===== src/rtl/muldiv_pkg.sv =====
`default_nettype none
// ============================================================================
//  Module      : muldiv_pkg
//  Description : Shared op and sequencer-state encodings for the multi-cycle
//                MULT/MULTU/DIV/DIVU engine.
//  Revision    : 1.0  initial release
// ============================================================================
package muldiv_pkg;

  // Operation select as issued by the EX stage.
  localparam logic [1:0] OP_MULT  = 2'b00;
  localparam logic [1:0] OP_MULTU = 2'b01;
  localparam logic [1:0] OP_DIV   = 2'b10;
  localparam logic [1:0] OP_DIVU  = 2'b11;

  // Sequencer states.
  typedef enum logic [2:0] {
    S_IDLE = 3'd0,
    S_PREP = 3'd1,
    S_ITER = 3'd2,
    S_FIX  = 3'd3,
    S_DONE = 3'd4
  } state_t;

endpackage
`default_nettype wire


===== src/rtl/muldiv_sequencer_if.sv =====
`default_nettype none
// ============================================================================
//  Module      : muldiv_sequencer_if
//  Description : Issue/result bundle between the EX stage (master) and the
//                multiply/divide engine (slave).
//  Revision    : 1.0  initial release
// ============================================================================
interface muldiv_sequencer_if #(
  parameter int N = 32
);
  logic         start;
  logic [1:0]   op;
  logic [N-1:0] rs_val;
  logic [N-1:0] rt_val;
  logic         hi_we;
  logic         lo_we;
  logic [N-1:0] wdata;
  logic         busy;
  logic         done;
  logic         div_by_zero;
  logic [N-1:0] hi;
  logic [N-1:0] lo;

  modport master (
    output start, op, rs_val, rt_val, hi_we, lo_we, wdata,
    input  busy, done, div_by_zero, hi, lo
  );

  modport slave (
    input  start, op, rs_val, rt_val, hi_we, lo_we, wdata,
    output busy, done, div_by_zero, hi, lo
  );
endinterface
`default_nettype wire


===== src/rtl/muldiv_datapath.sv =====
`default_nettype none
// ============================================================================
//  Module      : muldiv_datapath
//  Description : Shared N-bit add/sub unit plus the {acc, work} shift pair.
//                Multiply: shift-add, {C, acc, work} >> 1 each step.
//                Divide  : restoring, {acc, work} << 1 then trial subtract.
//  Revision    : 1.0  initial release
// ============================================================================
module muldiv_datapath #(
  parameter int N = 32
) (
  input  wire logic         clk,
  input  wire logic         rst_n,
  input  wire logic         i_load,    // load operands, clear accumulator
  input  wire logic         i_step,    // perform one iteration
  input  wire logic         i_add_n,   // 1: subtract (divide), 0: add (multiply)
  input  wire logic [N-1:0] i_init_m,  // |rs| for multiply, |divisor| for divide
  input  wire logic [N-1:0] i_init_w,  // |rt| for multiply, |dividend| for divide
  output logic      [N-1:0] o_acc,     // product high / remainder
  output logic      [N-1:0] o_work     // product low / quotient
);

  logic [N-1:0] r_acc;
  logic [N-1:0] r_work;
  logic [N-1:0] r_m;

  logic [N-1:0] w_rsh;
  logic [N-1:0] w_a;
  logic [N-1:0] w_b;
  logic [N-1:0] w_sum;
  logic         w_cout;
  logic         w_div_ok;

  // Operand steering into the single adder and trial-subtract outcome.
  always_comb begin
    w_rsh = {r_acc[N-2:0], r_work[N-1]};
    if (i_add_n) begin
      w_a = w_rsh;
      w_b = ~r_m;
    end else begin
      w_a = r_acc;
      w_b = r_work[0] ? r_m : '0;
    end
    {w_cout, w_sum} = {1'b0, w_a} + {1'b0, w_b} + {{N{1'b0}}, i_add_n};
    // A bit shifted out of the remainder means it already exceeds any
    // N-bit divisor, so the subtract succeeds regardless of the carry.
    w_div_ok = w_cout | r_acc[N-1];
  end

  // Working registers: load in PREP, one shift/add(sub) per ITER cycle.
  always_ff @(posedge clk or negedge rst_n) begin
    if (!rst_n) begin
      r_acc  <= '0;
      r_work <= '0;
      r_m    <= '0;
    end else if (i_load) begin
      r_acc  <= '0;
      r_work <= i_init_w;
      r_m    <= i_init_m;
    end else if (i_step) begin
      if (i_add_n) begin
        r_acc  <= w_div_ok ? w_sum : w_rsh;
        r_work <= {r_work[N-2:0], w_div_ok};
      end else begin
        r_acc  <= {w_cout, w_sum[N-1:1]};
        r_work <= {w_sum[0], r_work[N-1:1]};
      end
    end
  end

  assign o_acc  = r_acc;
  assign o_work = r_work;

endmodule
`default_nettype wire


===== src/rtl/muldiv_sequencer.sv =====
`default_nettype none
// ============================================================================
//  Module      : muldiv_sequencer
//  Description : Multi-cycle MULT/MULTU/DIV/DIVU engine with architectural
//                HI/LO and MTHI/MTLO writes. Fixed N+3 edge latency.
//  Revision    : 1.0  initial release
// ============================================================================
module muldiv_sequencer #(
  parameter int N     = 32,
  parameter int CNT_W = 6
) (
  input  wire logic         clk,
  input  wire logic         rst_n,
  muldiv_sequencer_if.slave bus
);
  import muldiv_pkg::*;

  localparam logic [CNT_W-1:0] c_last_iter = CNT_W'(N - 1);

  state_t           r_state;
  state_t           w_state_nxt;
  logic [CNT_W-1:0] r_cnt;
  logic [1:0]       r_op;
  logic [N-1:0]     r_rs;
  logic [N-1:0]     r_rt;
  logic             r_sign_q;
  logic             r_sign_r;
  logic [N-1:0]     r_hi;
  logic [N-1:0]     r_lo;
  logic             r_dbz;

  logic             w_busy;
  logic             w_done;
  logic             w_accept;
  logic             w_signed;
  logic             w_is_div;
  logic             w_dbz;
  logic             w_load;
  logic             w_step;
  logic [N-1:0]     w_abs_rs;
  logic [N-1:0]     w_abs_rt;
  logic [N-1:0]     w_init_m;
  logic [N-1:0]     w_init_w;
  logic [N-1:0]     w_acc;
  logic [N-1:0]     w_work;
  logic [N-1:0]     w_quo;
  logic [N-1:0]     w_rem;
  logic [2*N-1:0]   w_prod;

  // State register.
  always_ff @(posedge clk or negedge rst_n) begin
    if (!rst_n) r_state <= S_IDLE;
    else        r_state <= w_state_nxt;
  end

  // Next-state and status outputs.
  always_comb begin
    w_state_nxt = r_state;
    w_busy      = 1'b0;
    w_done      = 1'b0;
    case (r_state)
      S_IDLE: if (bus.start) w_state_nxt = S_PREP;
      S_PREP: begin
        w_busy      = 1'b1;
        w_state_nxt = S_ITER;
      end
      S_ITER: begin
        w_busy = 1'b1;
        if (r_cnt == c_last_iter) w_state_nxt = S_FIX;
      end
      S_FIX: begin
        w_busy      = 1'b1;
        w_state_nxt = S_DONE;
      end
      S_DONE: begin
        w_done      = 1'b1;
        w_state_nxt = bus.start ? S_PREP : S_IDLE;
      end
      default: w_state_nxt = S_IDLE;
    endcase
  end

  assign w_accept = bus.start && ((r_state == S_IDLE) || (r_state == S_DONE));
  assign w_signed = (r_op == OP_MULT) || (r_op == OP_DIV);
  assign w_is_div = (r_op == OP_DIV) || (r_op == OP_DIVU);
  assign w_dbz    = w_is_div && (r_rt == '0);
  assign w_load   = (r_state == S_PREP);
  assign w_step   = (r_state == S_ITER);

  // Operands are captured once on acceptance and held for the whole op.
  always_ff @(posedge clk or negedge rst_n) begin
    if (!rst_n) begin
      r_op <= OP_MULT;
      r_rs <= '0;
      r_rt <= '0;
    end else if (w_accept) begin
      r_op <= bus.op;
      r_rs <= bus.rs_val;
      r_rt <= bus.rt_val;
    end
  end

  // Result signs recorded in PREP; iteration counter runs through ITER.
  always_ff @(posedge clk or negedge rst_n) begin
    if (!rst_n) begin
      r_sign_q <= 1'b0;
      r_sign_r <= 1'b0;
      r_cnt    <= '0;
    end else if (r_state == S_PREP) begin
      r_sign_q <= w_signed & (r_rs[N-1] ^ r_rt[N-1]);
      r_sign_r <= w_signed & r_rs[N-1];
      r_cnt    <= '0;
    end else if (r_state == S_ITER) begin
      r_cnt <= r_cnt + 1'b1;
    end
  end

  // Magnitudes for signed ops and operand routing into the datapath.
  always_comb begin
    w_abs_rs = (w_signed && r_rs[N-1]) ? -r_rs : r_rs;
    w_abs_rt = (w_signed && r_rt[N-1]) ? -r_rt : r_rt;
    if (w_is_div) begin
      w_init_m = w_abs_rt;
      w_init_w = w_abs_rs;
    end else begin
      w_init_m = w_abs_rs;
      w_init_w = w_abs_rt;
    end
  end

  muldiv_datapath #(
    .N (N)
  ) u_datapath (
    .clk      (clk),
    .rst_n    (rst_n),
    .i_load   (w_load),
    .i_step   (w_step),
    .i_add_n  (w_is_div),
    .i_init_m (w_init_m),
    .i_init_w (w_init_w),
    .o_acc    (w_acc),
    .o_work   (w_work)
  );

  // Sign fix-up of the unsigned magnitude results.
  always_comb begin
    w_prod = {w_acc, w_work};
    if (w_signed && r_sign_q) w_prod = -w_prod;
    w_quo = (w_signed && r_sign_q) ? -w_work : w_work;
    w_rem = (w_signed && r_sign_r) ? -w_acc : w_acc;
  end

  // HI/LO: results land in FIX; MTHI/MTLO only while not busy.
  always_ff @(posedge clk or negedge rst_n) begin
    if (!rst_n) begin
      r_hi  <= '0;
      r_lo  <= '0;
      r_dbz <= 1'b0;
    end else if (r_state == S_FIX) begin
      r_dbz <= w_dbz;
      if (w_dbz) begin
        r_hi <= r_rs;
        r_lo <= '1;
      end else if (w_is_div) begin
        r_hi <= w_rem;
        r_lo <= w_quo;
      end else begin
        r_hi <= w_prod[2*N-1:N];
        r_lo <= w_prod[N-1:0];
      end
    end else if (!w_busy) begin
      if (bus.hi_we) r_hi <= bus.wdata;
      if (bus.lo_we) r_lo <= bus.wdata;
    end
  end

  assign bus.busy        = w_busy;
  assign bus.done        = w_done;
  assign bus.div_by_zero = w_done & r_dbz;
  assign bus.hi          = r_hi;
  assign bus.lo          = r_lo;

endmodule
`default_nettype wire


===== src/flat_wrapper.sv =====
// flat-port wrapper written by rule: the top's interface ports become plain ports
module muldiv_sequencer_flat import muldiv_pkg::*;
#(
  parameter int N     = 32,
  parameter int CNT_W = 6
)
  (clk, rst_n, bus_start, bus_op, bus_rs_val, bus_rt_val, bus_hi_we, bus_lo_we, bus_wdata, bus_busy, bus_done, bus_div_by_zero, bus_hi, bus_lo);
  muldiv_sequencer_if #(.N(N)) bus_i ();
  input  wire logic clk;
  input  wire logic rst_n;
  input wire logic [$bits(bus_i.start)-1:0] bus_start;
  input wire logic [$bits(bus_i.op)-1:0] bus_op;
  input wire logic [$bits(bus_i.rs_val)-1:0] bus_rs_val;
  input wire logic [$bits(bus_i.rt_val)-1:0] bus_rt_val;
  input wire logic [$bits(bus_i.hi_we)-1:0] bus_hi_we;
  input wire logic [$bits(bus_i.lo_we)-1:0] bus_lo_we;
  input wire logic [$bits(bus_i.wdata)-1:0] bus_wdata;
  output wire logic [$bits(bus_i.busy)-1:0] bus_busy;
  output wire logic [$bits(bus_i.done)-1:0] bus_done;
  output wire logic [$bits(bus_i.div_by_zero)-1:0] bus_div_by_zero;
  output wire logic [$bits(bus_i.hi)-1:0] bus_hi;
  output wire logic [$bits(bus_i.lo)-1:0] bus_lo;
  assign bus_i.start = bus_start;
  assign bus_i.op = bus_op;
  assign bus_i.rs_val = bus_rs_val;
  assign bus_i.rt_val = bus_rt_val;
  assign bus_i.hi_we = bus_hi_we;
  assign bus_i.lo_we = bus_lo_we;
  assign bus_i.wdata = bus_wdata;
  assign bus_busy = bus_i.busy;
  assign bus_done = bus_i.done;
  assign bus_div_by_zero = bus_i.div_by_zero;
  assign bus_hi = bus_i.hi;
  assign bus_lo = bus_i.lo;
  muldiv_sequencer #(.N(N), .CNT_W(CNT_W)) u_core (.clk(clk), .rst_n(rst_n), .bus(bus_i));
endmodule

===== config.mk =====
export PLATFORM = sky130hd
export DESIGN_NAME = muldiv_sequencer_flat
export DESIGN_NICKNAME = d
export VERILOG_FILES = /design/src/rtl/muldiv_pkg.sv /design/src/rtl/muldiv_sequencer_if.sv /design/src/rtl/muldiv_datapath.sv /design/src/rtl/muldiv_sequencer.sv /design/src/flat_wrapper.sv
export SDC_FILE = /design/constraint.sdc
export NUM_CORES = 1
export LEC_CHECK = 0
export ABC_AREA = 1
export BUFFER_PORTS_ARGS = -buffer_cell sky130_fd_sc_hd__buf_2
export CAP_MARGIN = 20
export CORE_MARGIN = 2
export CORE_UTILIZATION = 25
export CTS_CLUSTER_SIZE = 10
export DETAILED_ROUTE_END_ITERATION = 7
export PLACE_DENSITY = 0.51
export SLEW_MARGIN = 20
export SYNTH_ARGS = -nofsm -noshare
export SYNTH_HDL_FRONTEND = slang
export SYNTH_SLANG_ARGS = --single-unit

===== constraint.sdc =====
create_clock -name clk -period 3.5 [get_ports clk]
set_input_delay 1.05 -clock clk [delete_from_list [all_inputs] [get_ports clk]]
set_output_delay 1.05 -clock clk [all_outputs]
set_load 0.02 [all_outputs]

Yosys cells after proc, flatten, opt, wreduce, memory -nomap -nowiden
Cells that the tools add are included.

Flip-flop bits (word level): 238. Output and inout port bits: 67.

Bitwise gates (word level): 6. Reduce and logical (&&, ||, !) cells: 19. Add/sub/neg operators: 8. Muxes and demuxes: 35. Equal/unequal tests: 10.

Operator list (count): 32-bit 2-to-1 mux (26); 32-bit negator (4); 64-bit 2-to-1 mux (1); 64-bit negator (1); 32-bit by 32-bit adder with 33-bit output (1); 33-bit by 1-bit adder with 33-bit output (1); 32-bit logical NOT (1); 32-bit inverter (1); 3-bit one-hot mux with 5 select lines (1); 6-bit 2-to-1 mux (2); 6-bit by 1-bit adder with 6-bit output (second input constant) (1); 3-bit by 2-bit == test with 1-bit output (second input constant) (2); 6-bit by 5-bit == test with 1-bit output (second input constant) (1); 1-bit logical AND (6); 3-bit 2-to-1 mux (2); 2-bit AND reduction (3); 2-bit nonzero test (3); 2-bit == test (second input constant) (2); 2-bit by 1-bit inequality test with 1-bit output (second input constant) (2); 1-bit AND (3); 3-bit by 1-bit == test with 1-bit output (second input constant) (1); 3-bit == test (second input constant) (1); 3-bit logical NOT (1); 1-bit logical OR (3); 6 further kinds (8).

Longest topological paths before layout
Depth in word-level cells: 10. Mapped depth: 23.

Cells and area by module
Synthesis repeated with hierarchy kept, for this count alone.

Cell total of the unflattened synthesis: 3146. Area, all modules: 19846.5 um^2.

By module, submodules not included: muldiv_sequencer (seq. area each 3553.4 um^2, times used 1, cells each 1806, area an instance 11486.0 um^2); muldiv_datapath (seq. area each 2402.3 um^2, times used 1, cells each 1340, area an instance 8360.5 um^2).

Least setup slack after synthesis
OpenSTA, ideal clock, no wires.

Path kind: register to register. Start: register u_core.r_op[1]. End: register u_core.u_datapath.r_acc[12], in the netlist u_core.u_datapath.o_acc[12]. Path buffers: 5. Path slack: -0.025 ns. Data arrival time: 3.408 ns. Stages on the path, launching flop included: 21. Path through: dfrtp_1 buf_2 clkbuf_1 clkbuf_1 buf_1 a21oi_1 fa_1 fa_1 nand3_1 nand2_1 nand2_1 nand3_2 nand2_1 nand2_2 nand2_4 nand3_4 buf_6 o21ai_1 nand2_1 nand2_1 nand2_1.

Longest elaborated chain between the ends: 10. Elaborated cells on any way between the ends: 12. Classes of those cells: 2 x add/sub; 2 x eq/ne; 6 x mux; 1 x bitwise; 1 x reduce/logical.

Ends and longest elaborated chain: start, declared (RTL line muldiv_sequencer.sv:23) `logic [1:0] r_op;`; start signal, assigned (RTL line muldiv_sequencer.sv:97) `r_op <= bus.op;`; 2-bit == test (RTL line muldiv_sequencer.sv:85) `assign w_is_div = (r_op == OP_DIV) || (r_op == OP_DIVU);`; 1-bit logical OR * (RTL line muldiv_sequencer.sv:85); 32-bit 2-to-1 mux (RTL line muldiv_datapath.sv:37) `if (i_add_n) begin`; 32-bit by 32-bit adder with 33-bit output (RTL line muldiv_datapath.sv:44) `{w_cout, w_sum} = {1'b0, w_a} + {1'b0, w_b} + {{N{1'b0}}, i_add_n};`; 33-bit by 1-bit adder with 33-bit output (RTL line muldiv_datapath.sv:44); 1-bit bitwise OR (RTL line muldiv_datapath.sv:47) `w_div_ok = w_cout | r_acc[N-1];`; 32-bit 2-to-1 mux (RTL line muldiv_datapath.sv:62) `r_acc <= w_div_ok ? w_sum : w_rsh;`; 32-bit 2-to-1 mux * (RTL line muldiv_datapath.sv:61) `if (i_add_n) begin`; 32-bit 2-to-1 mux * (RTL line muldiv_datapath.sv:60) `end else if (i_step) begin`; 32-bit 2-to-1 mux * (RTL line muldiv_datapath.sv:56) `end else if (i_load) begin`; end signal, assigned (RTL line muldiv_datapath.sv:62); end signal, assigned (RTL line muldiv_datapath.sv:65) `r_acc <= {w_cout, w_sum[N-1:1]};`; end, declared (RTL line muldiv_datapath.sv:23) `logic [N-1:0] r_acc;`.

Mark *: on every way between the ends. The rest lies on a longest branch, timed or not. The select of a mux whose other input is x is not followed. A chain may end at the register's enable or synchronous reset.

Final worst setup path
Start: register u_core.r_op[1]. End: register u_core.r_hi[10], in the netlist u_core.bus.hi[10].

Longest elaborated chain between the ends: 7. Elaborated cells on any way between the ends: 13. Classes of those cells: 2 x eq/ne; 5 x mux; 6 x reduce/logical.

Ends and longest elaborated chain: 2-bit == test or 2-bit logical NOT (tied branches) (RTL line muldiv_sequencer.sv:84, muldiv_sequencer.sv:85); 1-bit logical OR (RTL line muldiv_sequencer.sv:84) `assign w_signed = (r_op == OP_MULT) || (r_op == OP_DIV);`; 1-bit logical AND, on equally long branches (RTL line muldiv_sequencer.sv:148, muldiv_sequencer.sv:150); 64-bit 2-to-1 mux or 32-bit 2-to-1 mux (tied branches) (RTL line muldiv_sequencer.sv:148, muldiv_sequencer.sv:150); 32-bit 2-to-1 mux (RTL line muldiv_sequencer.sv:164) `end else if (w_is_div) begin`; 32-bit 2-to-1 mux * (RTL line muldiv_sequencer.sv:161) `if (w_dbz) begin`; 32-bit 2-to-1 mux * (RTL line muldiv_sequencer.sv:159) `end else if (r_state == S_FIX) begin`; end signal, assigned (RTL line muldiv_sequencer.sv:162) `r_hi <= r_rs;`; end signal, assigned (RTL line muldiv_sequencer.sv:165) `r_hi <= w_rem;`; end signal, assigned (RTL line muldiv_sequencer.sv:168) `r_hi <= w_prod[2*N-1:N];`; end, declared (RTL line muldiv_sequencer.sv:28) `logic [N-1:0] r_hi;`.

Mark *: on every way between the ends. The rest lies on a longest branch, timed or not.

==> qor.tcl <==
set qor(status) {finished clean}
set qor(ff2ff_path_depth) 10
set qor(irDropWorstVdd_mv) 0.454
set qor(setup_tns_ns) 0
set qor(ios) 170
set qor(final_common_cell) {nand2_1}
set qor(placement.io_buffers) 169
set qor(synth.net_count) 3253
set qor(drt-initial-drc-count) 2220
set qor(globalplace.congestion) 0.956
set qor(synth_simple_gate_area_share) 0.373
set qor(fp-row-count) 101
set qor(flow.area_growth_from_synthesis_pct) 16.3
set qor(fill_cells) 8647
set qor(top_cells_by_area_in_the_synthesized_netlist) {dfrtp_1 (31%), nand2_1 (17%), nand3_1 (8.8%)}
set qor(synth_area_leader_cell) {dfrtp_1}
set qor(wirelength_um) 88100
set qor(timing_worst_slew_pin_value_ns) 0.969
set qor(ys_dominant_reg_cell) {dfrtp_1}
set qor(largest_net_degree_at_the_start_of_global_routing) 75
set qor(rsz0062_at_grt) {no}
set qor(cts_hold_repair.buffers) 0
set qor(synth_compound_area_frac) 0.166
set qor(mappedNetlistArea_sq_um) 19300
set qor(setup_violations) 0
set qor(slew_headroom) 0.352
set qor(period_share) 0.957
set qor(grt_antenna_before_repair) 3
set qor(combinational_family_with_the_most_area_after_synthesis) {simple AND/OR/NAND/NOR gates}
set qor(synth-async-reset-ratio) 1.00
set qor(design.core.area_sq_um) 76200
set qor(cp-start-kind) {register}
set qor(chipHeight_um) 282
set qor(cellPowerDensity_nw_per_um2) 1170
set qor(final_antenna_net_count) 0
set qor(ys.warnings.count) 0
set qor(tritoncts_clock_tree) {done}
set qor(final_cell_mix) {nand2_1 (886), nor2_1 (386), nand3_1 (341)}
set qor(route.vias.total) 21600
set qor(clock-sinks) 238
set qor(cts-buffers-inserted) 29
set qor(drive_gt1_frac) 0.111
set qor(cts_clock_pin_slew_for_the_worst_setup_and_hold_paths_ns) 0.06
set qor(max_clock_freq_ghz) 0.298
set qor(worst_skew_pair.late_latency_ns) 0.61
set qor(grt_first_pass_wirelength_um) 129000
set qor(final_hold_viol_count) 0
set qor(finalClockSkew_ns) 0.0239
set qor(final_hold_slack_ns) 0.432
set qor(reg2reg_from) {u_core.r_op[1]}
set qor(cp-startpoint) {u_core.r_op[1]}
set qor(timing.rr.end) {u_core.bus.hi[10]}
set qor(detail_route.drc_violations) 0
set qor(ys_types) 54
set qor(ctsLongestPathBuffers) 3
set qor(static-leakage-power_nw) 11.1
set qor(synth_adder_area_share) 0.0261
set qor(cts_root_buffer) {clkbuf_16}
set qor(critical_path_arrival_ns) 3.81
set qor(cts_htree_levels) 1
set qor(multi_input_area_sq_um) 11500
set qor(synth_seq_area_share) 0.309
set qor(vias_per_cell) 5.04
set qor(start_util) 0.253
set qor(timing.reg2reg.setup_slack_ns) 0.15
set qor(fin_util) 0.294
set qor(ys_seq_elements) 238
set qor(finalMaxSlewViolations) 0
set qor(drt-wirelength-per-cell_um) 20.5
set qor(finalWorstPathRequiredPeriod_ns) 3.35
set qor(globalRouteTotalUtil) 0.216
set qor(firstDrtPassIters) 8
set qor(detailedPlacementHpwl_um) 69600
set qor(worstPathRequired_ns) 3.96
set qor(timing.hold.worst.class) {primary input to async pin}
set qor(synth.mux.area_fraction) 0.00234
set qor(register_area_sq_um) 5960
set qor(post-route-worst-setup-slack_ns) 0.149
set qor(first_global_vias) 20000
set qor(die_width_um) 282
set qor(finalNetCount) 3388
set qor(max-cap-violations) 0
set qor(timing.setup.critical_path_class) {register to register}
set qor(grt_overflow_total) 0
set qor(detailedPlace.worstSlack_ns) 0.149
set qor(synth_largest_type_area_fraction) 0.309
set qor(power.total_mw) 26.1
set qor(xor_and_xnor_fraction_of_the_mapped_netlist_area) 0.0259
set qor(path_max_fanout) 35
set qor(number_of_flops_mapped_to_enable_cells_by_yosys) 0
set qor(critical_path.endpoint_type) {register}
set qor(area_enclosed_by_the_die_boundary_sq_um) 79400
set qor(synth_cells) 3111
set qor(synth.avg_cell_area_sq_um) 6.20
per-stage QoR:
stage          cells  cell area [sq um]
2_1_floorplan   3111              19300
3_3_place_gp    4242              21500
3_5_place_dp    4242              21500
4_1_cts         4286              22400
5_1_grt         4289              22400
6_report        4290              22400
registers in the layout (all words and copies together), names as in the netlist:
signal,flops
u_core.bus.hi,32
u_core.bus.lo,32
u_core.r_rs,32
u_core.r_rt,32
u_core.u_datapath.o_acc,32
u_core.u_datapath.o_work,32
u_core.u_datapath.r_m,32
u_core.r_cnt,6
u_core.r_state,3
u_core.r_op,2
u_core.r_dbz,1
u_core.r_sign_q,1
u_core.r_sign_r,1
cell families (layout without fill, tap and decap cells):
group,after synthesis,after routing
simple gates,1722,1722
compound gates,579,579
buf+inv,472,620
flops,238,238
xor+xnor,57,57
fa+ha+maj,39,39
mux,4,4
other cells,0,1
cell usage after synthesis (4+ instances only):
| library cell | number |
|---|---|
| clkbuf_1 | 80 |
| nand2_1 | 888 |
| buf_4 | 6 |
| a31oi_1 | 12 |
| nor4_1 | 4 |
| nand4_1 | 43 |
| nor2_1 | 386 |
| buf_1 | 23 |
| nor3_1 | 20 |
| a22oi_1 | 11 |
| mux2_2 | 4 |
| buf_2 | 40 |
| o21ai_1 | 24 |
| buf_6 | 5 |
| o2111ai_1 | 19 |
| nor2_2 | 8 |
| and2_1 | 5 |
| nand3_1 | 341 |
| xor2_1 | 55 |
| inv_2 | 13 |
| o21ai_0 | 236 |
| a21oi_1 | 219 |
| nand2_2 | 8 |
| o211ai_1 | 21 |
| inv_1 | 302 |
| ha_1 | 37 |
| a21oi_2 | 5 |
| nor2_4 | 5 |
| o21bai_1 | 15 |
| dfrtp_1 | 238 |
power breakdown:
part	switching (mW)	total [mW]	internal, mW
Sequential	1.53	5.62	4.10
Clock	1.29	2.86	1.57
Combinational	12.3	17.6	5.32
Total	15.1	26.1	11.0
worst max-delay path, cell delays in order (launching register included):
cell and delay (ns):
dfrtp_4 0.54, clkbuf_16 0.26, buf_4 0.40, nand3_1 0.12, nor3_1 0.42, nand3_2 0.36, buf_4 0.34, o21ai_0 0.23
buf_4 0.21, o21bai_1 0.16, a21oi_1 0.10
what timing repair did:
item                       in CTS  in global routing
buffers inserted                0                  1
setup endpoints to repair       0                 33
resized for setup               0                  8
layout make-up:
type | count | area share
timing repair inverter | 1 | 0.000390
sequential | 238 | 0.266
multi-input combinational | 2401 | 0.511
clock buffer | 41 | 0.0357
antenna | 1 | 0.000112
tap | 1030 | 0.0575
timing repair buffer | 257 | 0.0739
clock inverter | 3 | 0.00145
inverter | 318 | 0.0541
how the worst max path moves through the flow:
stage,endpoint,slack (ns),cells after the start
floorplan,u_core.u_datapath.o_acc[12],0.03,22
global placement,u_core.u_datapath.o_acc[7],0.23,17
detailed placement,u_core.u_datapath.o_acc[7],0.15,17
CTS,u_core.u_datapath.o_acc[10],0.13,17
global route,u_core.u_datapath.o_acc[7],0.01,18
finish,u_core.bus.hi[10],0.15,10
layer usage:
metal / GRT usage / routed length, um / vias to the layer above
li1: - / - / 10400
met1: 0.305 / 39300 / 10300
met2: 0.334 / 39100 / 799
met3: 0.0417 / 7070 / 122
met4: 0.0588 / 2600 / 2
met5: 0 / 13 / -
No activity file was read; power rests on OpenSTA's default activity.
